### config.mk
export PLATFORM = sky130hd
export DESIGN_NAME = prv32_muldiv_seq
export DESIGN_NICKNAME = d
export VERILOG_FILES = /design/src/rtl/prv32_md_pkg.sv /design/src/rtl/prv32_md_signfix.sv /design/src/rtl/prv32_muldiv_seq.sv
export SDC_FILE = /design/constraint.sdc
export NUM_CORES = 1
export LEC_CHECK = 0
export CORE_ASPECT_RATIO = 1.4
export CORE_MARGIN = 2
export CORE_UTILIZATION = 33
export DETAILED_ROUTE_END_ITERATION = 12
export PLACE_DENSITY_LB_ADDON = 0.3
export RECOVER_POWER = 100
export SYNTH_ARGS = -nofsm -noshare
export SYNTH_HDL_FRONTEND = slang
export SYNTH_SLANG_ARGS = --single-unit
### constraint.sdc
create_clock -name clk -period 7.5 [get_ports clk]
set_input_delay 1.5 -clock clk [delete_from_list [all_inputs] [get_ports clk]]
set_output_delay 1.5 -clock clk [all_outputs]
set_load 0.1 [all_outputs]
### src/rtl/prv32_md_pkg.sv
// Shared encodings for the sequential RV32M multiply/divide unit.
// RV32M funct3 codes, sequencer states, ALU function codes and the step count.
package prv32_md_pkg;

  localparam logic [2:0] MD_MUL    = 3'd0;
  localparam logic [2:0] MD_MULH   = 3'd1;
  localparam logic [2:0] MD_MULHSU = 3'd2;
  localparam logic [2:0] MD_MULHU  = 3'd3;
  localparam logic [2:0] MD_DIV    = 3'd4;
  localparam logic [2:0] MD_DIVU   = 3'd5;
  localparam logic [2:0] MD_REM    = 3'd6;
  localparam logic [2:0] MD_REMU   = 3'd7;

  typedef enum logic [2:0] {
    ST_IDLE,
    ST_PREP,
    ST_ITER,
    ST_FIX,
    ST_DONE
  } md_state_t;

  localparam logic [3:0] ALU_FN_ADD = 4'b0000;
  localparam logic [3:0] ALU_FN_SUB = 4'b0001;

  localparam int MD_STEPS = 32;

  function automatic logic md_is_div(input logic [2:0] op);
    return op inside {MD_DIV, MD_DIVU, MD_REM, MD_REMU};
  endfunction

  function automatic logic md_a_signed(input logic [2:0] op);
    return op inside {MD_MULH, MD_MULHSU, MD_DIV, MD_REM};
  endfunction

  function automatic logic md_b_signed(input logic [2:0] op);
    return op inside {MD_MULH, MD_DIV, MD_REM};
  endfunction

endpackage

### src/rtl/prv32_md_signfix.sv
// Combinational sign handling: 32-bit absolute value plus a 64-bit negator that can
// also negate its two 32-bit halves independently (quotient and remainder).
module prv32_md_signfix (
  input  logic [31:0] abs_in,
  input  logic        abs_en,
  output logic [31:0] abs_out,
  input  logic [63:0] neg_in,
  input  logic        neg_split,
  input  logic        neg_hi_en,
  input  logic        neg_lo_en,
  output logic [63:0] neg_out
);

  logic [63:0] full_neg;
  logic [31:0] hi_neg;
  logic [31:0] lo_neg;

  always_comb begin
    abs_out  = (abs_en && abs_in[31]) ? (32'd0 - abs_in) : abs_in;
    full_neg = 64'd0 - neg_in;
    hi_neg   = 32'd0 - neg_in[63:32];
    lo_neg   = 32'd0 - neg_in[31:0];
    if (neg_split) begin
      neg_out = {neg_hi_en ? hi_neg : neg_in[63:32],
                 neg_lo_en ? lo_neg : neg_in[31:0]};
    end else begin
      neg_out = neg_lo_en ? full_neg : neg_in;
    end
  end

endmodule

### src/rtl/prv32_muldiv_seq.sv
// Iterative RV32M multiply/divide sequencer stepping on the shared ALU add/sub path.
// Optional PRV32_MD_EARLY_OUT_EN: divide-by-zero / overflow answer straight from PREP.
module prv32_muldiv_seq
  import prv32_md_pkg::*;
(
  input  logic        clk,
  input  logic        rst_n,
  input  logic        req_valid,
  output logic        req_ready,
  input  logic [2:0]  req_op,
  input  logic [31:0] req_a,
  input  logic [31:0] req_b,
  output logic        rsp_valid,
  input  logic        rsp_ready,
  output logic [31:0] rsp_data,
  output logic        alu_req,
  input  logic        alu_gnt,
  output logic [31:0] alu_a,
  output logic [31:0] alu_b,
  output logic [3:0]  alu_fn,
  input  logic [31:0] alu_r,
  input  logic        alu_cf
);

  md_state_t   state;
  logic [2:0]  op;
  logic [31:0] a_cap;
  logic [31:0] b_cap;
  logic [31:0] hi;       // product high word, or partial remainder R
  logic [31:0] lo;       // multiplier / product low word, or dividend / quotient Q
  logic [31:0] opb_mag;  // multiplicand or divisor magnitude
  logic [4:0]  cnt;
  logic        sgn_pq;
  logic        sgn_r;
  logic        divz;
  logic        ovf;

  logic        is_div;
  logic        in_prep;
  logic        sa;
  logic        sb;
  logic        divz_now;
  logic        ovf_now;
  logic [31:0] hi_nx;
  logic [31:0] lo_nx;
  logic [31:0] sf_abs;
  logic [63:0] sf_neg;

  // Result selection with the divide-by-zero and signed-overflow overrides.
  function automatic logic [31:0] fix_result(input logic [2:0]  f_op,
                                             input logic [31:0] f_hi,
                                             input logic [31:0] f_lo,
                                             input logic        f_divz,
                                             input logic        f_ovf,
                                             input logic [31:0] f_a);
    logic [31:0] res;
    case (f_op)
      MD_MUL:                      res = f_lo;
      MD_MULH, MD_MULHSU, MD_MULHU: res = f_hi;
      MD_DIV, MD_DIVU: begin
        if (f_divz)     res = 32'hFFFF_FFFF;
        else if (f_ovf) res = 32'h8000_0000;
        else            res = f_lo;
      end
      default: begin
        if (f_divz)     res = f_a;
        else if (f_ovf) res = 32'd0;
        else            res = f_hi;
      end
    endcase
    return res;
  endfunction

  always_comb begin
    is_div   = md_is_div(op);
    in_prep  = (state == ST_PREP);
    sa       = md_a_signed(op) & a_cap[31];
    sb       = md_b_signed(op) & b_cap[31];
    divz_now = is_div && (b_cap == 32'd0);
    ovf_now  = ((op == MD_DIV) || (op == MD_REM)) &&
               (a_cap == 32'h8000_0000) && (b_cap == 32'hFFFF_FFFF);
  end

  // PREP uses the unit for |a| and |b|; FIX reuses it for the result sign correction.
  prv32_md_signfix u_signfix (
    .abs_in    (a_cap),
    .abs_en    (md_a_signed(op)),
    .abs_out   (sf_abs),
    .neg_in    (in_prep ? {32'd0, b_cap} : {hi, lo}),
    .neg_split (in_prep | is_div),
    .neg_hi_en (~in_prep & sgn_r),
    .neg_lo_en (in_prep ? sb : sgn_pq),
    .neg_out   (sf_neg)
  );

  always_comb begin
    alu_req = (state == ST_ITER);
    alu_a   = 32'd0;
    alu_b   = 32'd0;
    alu_fn  = ALU_FN_ADD;
    if (state == ST_ITER) begin
      alu_b = opb_mag;
      if (is_div) begin
        alu_a  = {hi[30:0], lo[31]};
        alu_fn = ALU_FN_SUB;
      end else begin
        alu_a  = hi;
        alu_fn = ALU_FN_ADD;
      end
    end
  end

  // One shift-add or restoring-divide step from the ALU's answer.
  always_comb begin
    if (is_div) begin
      if (hi[31] | alu_cf) begin
        hi_nx = alu_r;
        lo_nx = {lo[30:0], 1'b1};
      end else begin
        hi_nx = {hi[30:0], lo[31]};
        lo_nx = {lo[30:0], 1'b0};
      end
    end else begin
      if (lo[0]) begin
        hi_nx = {alu_cf, alu_r[31:1]};
        lo_nx = {alu_r[0], lo[31:1]};
      end else begin
        hi_nx = {1'b0, hi[31:1]};
        lo_nx = {hi[0], lo[31:1]};
      end
    end
  end

  always_ff @(posedge clk or negedge rst_n) begin
    if (!rst_n) begin
      state     <= ST_IDLE;
      op        <= MD_MUL;
      a_cap     <= 32'd0;
      b_cap     <= 32'd0;
      hi        <= 32'd0;
      lo        <= 32'd0;
      opb_mag   <= 32'd0;
      cnt       <= 5'd0;
      sgn_pq    <= 1'b0;
      sgn_r     <= 1'b0;
      divz      <= 1'b0;
      ovf       <= 1'b0;
      req_ready <= 1'b0;
      rsp_valid <= 1'b0;
      rsp_data  <= 32'd0;
    end else begin
      case (state)
        ST_IDLE: begin
          req_ready <= 1'b1;
          if (req_valid && req_ready) begin
            op        <= req_op;
            a_cap     <= req_a;
            b_cap     <= req_b;
            req_ready <= 1'b0;
            state     <= ST_PREP;
          end
        end
        ST_PREP: begin
          sgn_pq  <= sa ^ sb;
          sgn_r   <= sa;
          divz    <= divz_now;
          ovf     <= ovf_now;
          hi      <= 32'd0;
          lo      <= sf_abs;
          opb_mag <= sf_neg[31:0];
          cnt     <= 5'd0;
`ifdef PRV32_MD_EARLY_OUT_EN
          if (divz_now || ovf_now) begin
            rsp_data  <= fix_result(op, 32'd0, 32'd0, divz_now, ovf_now, a_cap);
            rsp_valid <= 1'b1;
            state     <= ST_DONE;
          end else begin
            state <= ST_ITER;
          end
`else
          state <= ST_ITER;
`endif
        end
        ST_ITER: begin
          if (alu_gnt) begin
            hi  <= hi_nx;
            lo  <= lo_nx;
            cnt <= cnt + 5'd1;
            if (cnt == 5'(MD_STEPS - 1)) state <= ST_FIX;
          end
        end
        ST_FIX: begin
          rsp_data  <= fix_result(op, sf_neg[63:32], sf_neg[31:0], divz, ovf, a_cap);
          rsp_valid <= 1'b1;
          state     <= ST_DONE;
        end
        ST_DONE: begin
          if (rsp_ready) begin
            rsp_valid <= 1'b0;
            req_ready <= 1'b1;
            state     <= ST_IDLE;
          end
        end
        default: state <= ST_IDLE;
      endcase
    end
  end

endmodule
=== After elaboration in Yosys (flattened, before gate mapping) ===
Index checks and enable logic that the tools add are counted.
Widths: inputs -> output; s select.

* Input bits: 105
* Output and inout bits: 103
* Word-level logic and storage cells: 106
* Flip-flop bits (word level): 209

* Bitwise logic cells: 7
* Add/sub/neg operators: 5
* Mux-type cells: 39
* Reductions and logical operators: 22
* Eq/ne operators: 18

{| class="wikitable"
|+ Operators with widths
! cell !! number
|-
| $mux 32 || 17
|-
| $mux 64 || 3
|-
| $pmux 32 s2 || 2
|-
| $pmux 32 s3 || 1
|-
| $sub 1x32->32 const A || 3
|-
| $eq 32x32->1 const B || 2
|-
| $sub 1x64->64 const A || 1
|-
| $logic_not 32->1 || 1
|-
| $eq 3x3->1 const B || 5
|-
| $pmux 3 s5 || 1
|-
| $eq 3x2->1 const B || 4
|-
| $mux 3 || 4
|-
| $pmux 5 s2 || 1
|-
| $reduce_and 2->1 || 4
|-
| $reduce_bool 4->1 || 2
|-
| $mux 1 || 7
|-
| $eq 3x1->1 const B || 2
|-
| $logic_not 3->1 || 2
|-
| $reduce_bool 2->1 || 3
|-
| $add 5x1->5 const B || 1
|-
| $eq 5x5->1 const B || 1
|-
| $logic_and 1x1->1 || 5
|-
| $mux 5 || 1
|-
| $ne 2x1->1 const B || 2
|-
| 11 further kinds || 16
|}

=== Logic depth before layout (Yosys ltp) ===
* Depth in word-level cells: 9
* Gate-level depth with buffers: 18

=== Modules after synthesis ===
Synthesis repeated with hierarchy kept, for this count alone.

* Cells, all modules: 1713
* Area total of the unflattened synthesis: 14496.4 µm²

{| class="wikitable"
|+ Modules (own cells, without submodules)
! module !! area each (µm²) !! instances !! sequential area each (µm²) !! cells each
|-
| prv32_muldiv_seq || 12026.5 || 1 || 5230.0 || 1329
|-
| prv32_md_signfix || 2469.9 || 1 || 0.0 || 384
|}

=== Worst setup path after synthesis ===
Ideal clock, no wire load.

* Path type: reg-to-output
* Start: reg op[2]
* End: out alu_a[0]
* Data arrival time: 3.302 ns
* Slack: 2.698 ns
* Stages on the path, launching flop included: 9
* Required time: 6.000 ns
* Cell sequence: dfrtp_1 -> clkbuf_1 -> buf_2 -> clkbuf_1 -> clkbuf_1 -> buf_2 -> buf_1 -> mux2i_1 -> nor2_1

* Cells in the longest elaborated chain, start to end: 4

{| class="wikitable"
|+ Ends and longest elaborated chain
! what !! line !! text
|-
| from (decl) || prv32_muldiv_seq.sv:26 || <nowiki>logic [2:0] op;</nowiki>
|-
| from (signal assigned) || prv32_muldiv_seq.sv:156 || <nowiki>op <= req_op;</nowiki>
|-
| $eq 3x3->1 || prv32_md_pkg.sv:28 || <nowiki>return op inside {MD_DIV, MD_DIVU, MD_REM, MD_REMU};</nowiki>
|-
| $reduce_bool 4->1 * || prv32_md_pkg.sv:28 ||
|-
| $mux 32 * || prv32_muldiv_seq.sv:103 || <nowiki>if (is_div) begin</nowiki>
|-
| $mux 32 * || prv32_muldiv_seq.sv:101 || <nowiki>if (state == ST_ITER) begin</nowiki>
|-
| to (decl) || prv32_muldiv_seq.sv:18 || <nowiki>output logic [31:0] alu_a,</nowiki>
|}

Mark *: on every way between the ends. The rest lies on a longest branch, timed or not.

=== Final worst setup path ===
* Start: reg state[1]
* End: reg rsp_data[29]

* Cells in the longest elaborated chain, start to end: 8

{| class="wikitable"
|+ Ends and longest elaborated chain
! what !! line !! text
|-
| from (decl) || prv32_muldiv_seq.sv:25 || <nowiki>md_state_t state;</nowiki>
|-
| from (signal assigned) || prv32_muldiv_seq.sv:136 || <nowiki>state <= ST_IDLE;</nowiki>
|-
| from (signal assigned) || prv32_muldiv_seq.sv:160 || <nowiki>state <= ST_PREP;</nowiki>
|-
| from (signal assigned) || prv32_muldiv_seq.sv:181 || <nowiki>state <= ST_ITER;</nowiki>
|-
| $eq 3x1->1 || prv32_muldiv_seq.sv:76 || <nowiki>in_prep = (state == ST_PREP);</nowiki>
|-
| $mux 64 or $not 1->1 (tied branches) || prv32_muldiv_seq.sv:89, prv32_muldiv_seq.sv:91 ||
|-
| $sub 1x64->64, or another cell as far along || prv32_md_signfix.sv:20 || <nowiki>full_neg = 64'd0 - neg_in;</nowiki>
|-
| $mux 64, or another cell as far along || prv32_md_signfix.sv:27 || <nowiki>neg_out = neg_lo_en ? full_neg : neg_in;</nowiki>
|-
| $mux 64 || prv32_md_signfix.sv:23 || <nowiki>if (neg_split) begin</nowiki>
|-
| $mux 32 (on tied branches) || prv32_muldiv_seq.sv:67, prv32_muldiv_seq.sv:62 ||
|-
| $mux 32 (on tied branches) || prv32_muldiv_seq.sv:66, prv32_muldiv_seq.sv:61 ||
|-
| $pmux 32 s3 || prv32_muldiv_seq.sv:57 || <nowiki>case (f_op)</nowiki>
|-
| to (signal assigned) || prv32_muldiv_seq.sv:193 || <nowiki>rsp_data <= fix_result(op, sf_neg[63:32], sf_neg[31:0], divz, ovf, a_cap);</nowiki>
|-
| to (decl) || prv32_muldiv_seq.sv:15 || <nowiki>output logic [31:0] rsp_data,</nowiki>
|}

Parallel ways exist; a longest one is shown, timed or not.
A chain may end at the register's enable or synchronous reset.

==> key figures <==
Timing
  • Setup Skew: 12.3 ps
  • Final Hold Fails: 0
  • Crit path time final: 6200 ps
  • Setup ws final: 1300 ps
  • Fmax: 161 MHz
  • Slew headroom: -1.99
  • Setup violations, final: 0
  • Fin crit share: 0.827
  • RSZ-0062 raised after global routing: no
  • Slew Viols, Final: 350
  • Setup_tns: 0 ps
  • Worst-Margin Slew: 4480 ps
  • Hold WS: 471 ps

Critical path
  • CP max FO: 71
  • Startpoint types: flip-flop
  • Crit path required time: 7950 ps
  • Critical path arrival: 6650 ps
  • Reg2Reg Depth: 8
  • Reg2reg end: rsp_data[29]$_DFFE_PN0P_
  • Critical path class: reg2reg
  • Setup crit end kind: flip-flop
  • Worst R2R Setup Slack: 1300 ps
  • Worst r2r src: state[1]$_DFFE_PN0P_

Power
  • Power per cell area: 561 nW/um^2
  • Final Total Pwr: 10500 uW
  • P_int: 4530 uW
  • Switch share: 0.570
  • Max VDD drop: 0.231 mV
  • Switch Pwr: 6010 uW
  • Clk pwr share: 0.120
  • Leak Pwr: 0.00798 uW
  • Comb pwr share: 0.616
  • Part of the power in registers: 0.263

CTS
  • TritonCTS clock tree: done
  • # hold bufs at CTS: 0
  • Post-CTS sizing: 0
  • Clock Sinks: 209
  • Clock latency on the worst-skew pair: 550 ps
  • Num CTS Buffers: 25
  • Setup bufs post-CTS: 0
  • H-tree Lvls: 1
  • Clock slew seen by the registers of the worst setup and hold paths: 70 ps
  • Clk buf depth: 3
  • CTS root buf: clkbuf_16

Die
  • Die Height: 262 um
  • DIE WIDTH: 188 um
  • Core area: 46900 um^2
  • Die area: 49200 um^2
  • Initial Utilization: 0.333
  • Site Rows: 94
  • I/O pin cnt: 208

Detailed routing
  • Vias after detailed routing: 15.4k
  • DRT iter0 DRCs: 1526
  • Drt wl/cell: 25.0 um
  • Post-route ant nets: 0
  • DRC: 0
  • Total length of routed wires: 65.2 mm
  • Via density: 5.91
  • Pre-antenna DRT Iters: 6

Job
  • Max_cap viols: 7

Finish
  • Commonest non-fill, non-tap cells in the layout: dfrtp_1, nand2_1, nor2_1, o21ai_0, mux2i_1
  • Multi-input logic area: 9640 um^2
  • Fill cell count: 4710
  • Commonest non-fill, non-tap cell in the layout: dfrtp_1
  • Layout Area Growth over Synthesis: 20.1%
  • Sequential Area: 5240 um^2
  • Nets: 2079
  • Share of layout cells above drive strength 1: 0.101
  • Ant. Diodes: 0
  • Post-layout util: 0.400

Logic synthesis
  • Post-synthesis sequential area ratio: 0.334
  • Yosys reg bits: 209
  • Synthesized area: 15600 um^2
  • Async S/R FF share, synth: 1.00
  • Library cells used by synthesis: 82
  • Cells after Synth: 1887
  • Yosys Warn Count: 0
  • Avg Cell Area, Syn: 8.29 um^2
  • Post-synth EDFFs: 0
  • Ys flop type: dfrtp_1

Global routing
  • Vias in the first global route: 14.9k
  • Antenna violations before repair: 0
  • Largest net degree at the start of global routing: 133
  • GRT overflow: 0
  • First-pass GRT wire length: 96.3 mm
  • Global-route usage over all layers: 0.257

Min path
  • Hold path endpoint: opb_mag[18]$_DFFE_PN0N_
  • Min-delay worst type: reg2reg
  • Min-delay src: opb_mag[18]$_DFFE_PN0N_
  • Hold Path Cell Cnt: 2

Status
  • Status: complete, but fails checks
  • Failing checks: max-capacitance violations, max-slew violations

Placement
  • Port bufs: 204
  • DP Worst Slack: 2740 ps
  • Dpl hpwl: 48.9 mm
  • GP Congestion: 0.985
[cells in the mapped netlist (24+ instances only)]
cell type / number / area [um^2]
dfrtp_1: 209 / 5230
mux2i_1: 132 / 1320
clkbuf_1: 129 / 484
nand4_1: 33 / 206
xnor2_1: 65 / 569
nand3_1: 68 / 340
o21ai_0: 151 / 756
mux2_2: 105 / 1180
buf_2: 24 / 120
nor3_1: 43 / 215
nor4_1: 32 / 200
nand2_1: 192 / 721
nor2_1: 182 / 683
a21oi_1: 117 / 586
a31oi_1: 28 / 175
xor2_1: 38 / 333
a221oi_1: 27 / 236
and3_1: 43 / 269
[worst max path at each step]
stage                              start                        to  cells past startpoint  slack, ps
global placement    state[1]$_DFFE_PN0P_  rsp_data[16]$_DFFE_PN0P_                     10       2820
global route        state[1]$_DFFE_PN0P_  rsp_data[22]$_DFFE_PN0P_                     10        960
floorplan              op[2]$_DFFE_PN0P_                  alu_a[0]                      8       2700
CTS                 state[2]$_DFFE_PN0P_                 alu_a[19]                      5       2160
detailed placement  state[2]$_DFFE_PN0P_                 alu_a[19]                      5       2740
finish              state[1]$_DFFE_PN0P_  rsp_data[29]$_DFFE_PN0P_                      8       1300
[cell families after synthesis]
logic type | Yosys count | synth area share
mux | 238 | 0.161
flops | 209 | 0.334
fa+ha+maj | 5 | 0.00400
other cells | 1 | 0.000240
xor+xnor | 103 | 0.0577
simple gates | 698 | 0.217
compound gates | 439 | 0.175
buf+inv | 194 | 0.0512
[critical path: stages (launching register included)]
cell and delay [ps]:
dfrtp_1 320, buf_4 360, or3b_1 1750, nand3_1 570
o22ai_1 1460, and2_0 710, o211ai_2 210, mux2_1 380
a221oi_2 270
[sequential cells by signal, indices dropped and copies added (netlist names)]
signal and count:
a_cap 32, b_cap 32, cnt 5, divz 1, hi 32, lo 32
op 3, opb_mag 32, ovf 1, req_ready 1, rsp_data 32, rsp_valid 1
sgn_pq 1, sgn_r 1, state 3
[layout make-up]
class,instances,share of cell area
Timing Repair Buffer,235,0.120
Clock inverter,7,0.00606
Sequential cell,209,0.279
Tap cell,624,0.0415
Inverter,12,0.00240
Clock buffer,38,0.0385
Multi-Input combinational cell,1486,0.513
[power groups by stage]
stage | combinational (uW) | clock (uW) | sequential (uW)
5_1_grt | 6930 | 1330 | 2830
4_1_cts | 6490 | 1290 | 2750
6_report | 6500 | 1270 | 2780
3_5_place_dp | 6460 | 0 | 2770
2_1_floorplan | 4450 | 0 | 2660
3_3_place_gp | 6430 | 0 | 2760
[stage by stage]
step	cells	cell area, um^2
6_report	2611	18800
5_1_grt	2611	18800
4_1_cts	2611	18800
3_5_place_dp	2566	18000
3_3_place_gp	2566	18000
2_1_floorplan	1889	15700
[per-layer routing]
| layer | wire (um) | part of all wire | track usage |
|---|---|---|---|
| met1 | 25300 | 0.39 | 0.305 |
| met2 | 32300 | 0.50 | 0.454 |
| met3 | 3380 | 0.052 | 0.0256 |
| met4 | 4230 | 0.065 | 0.154 |
| met5 | 0 | 0 | 0 |
Note: power is estimated with default switching activity, not from simulation.
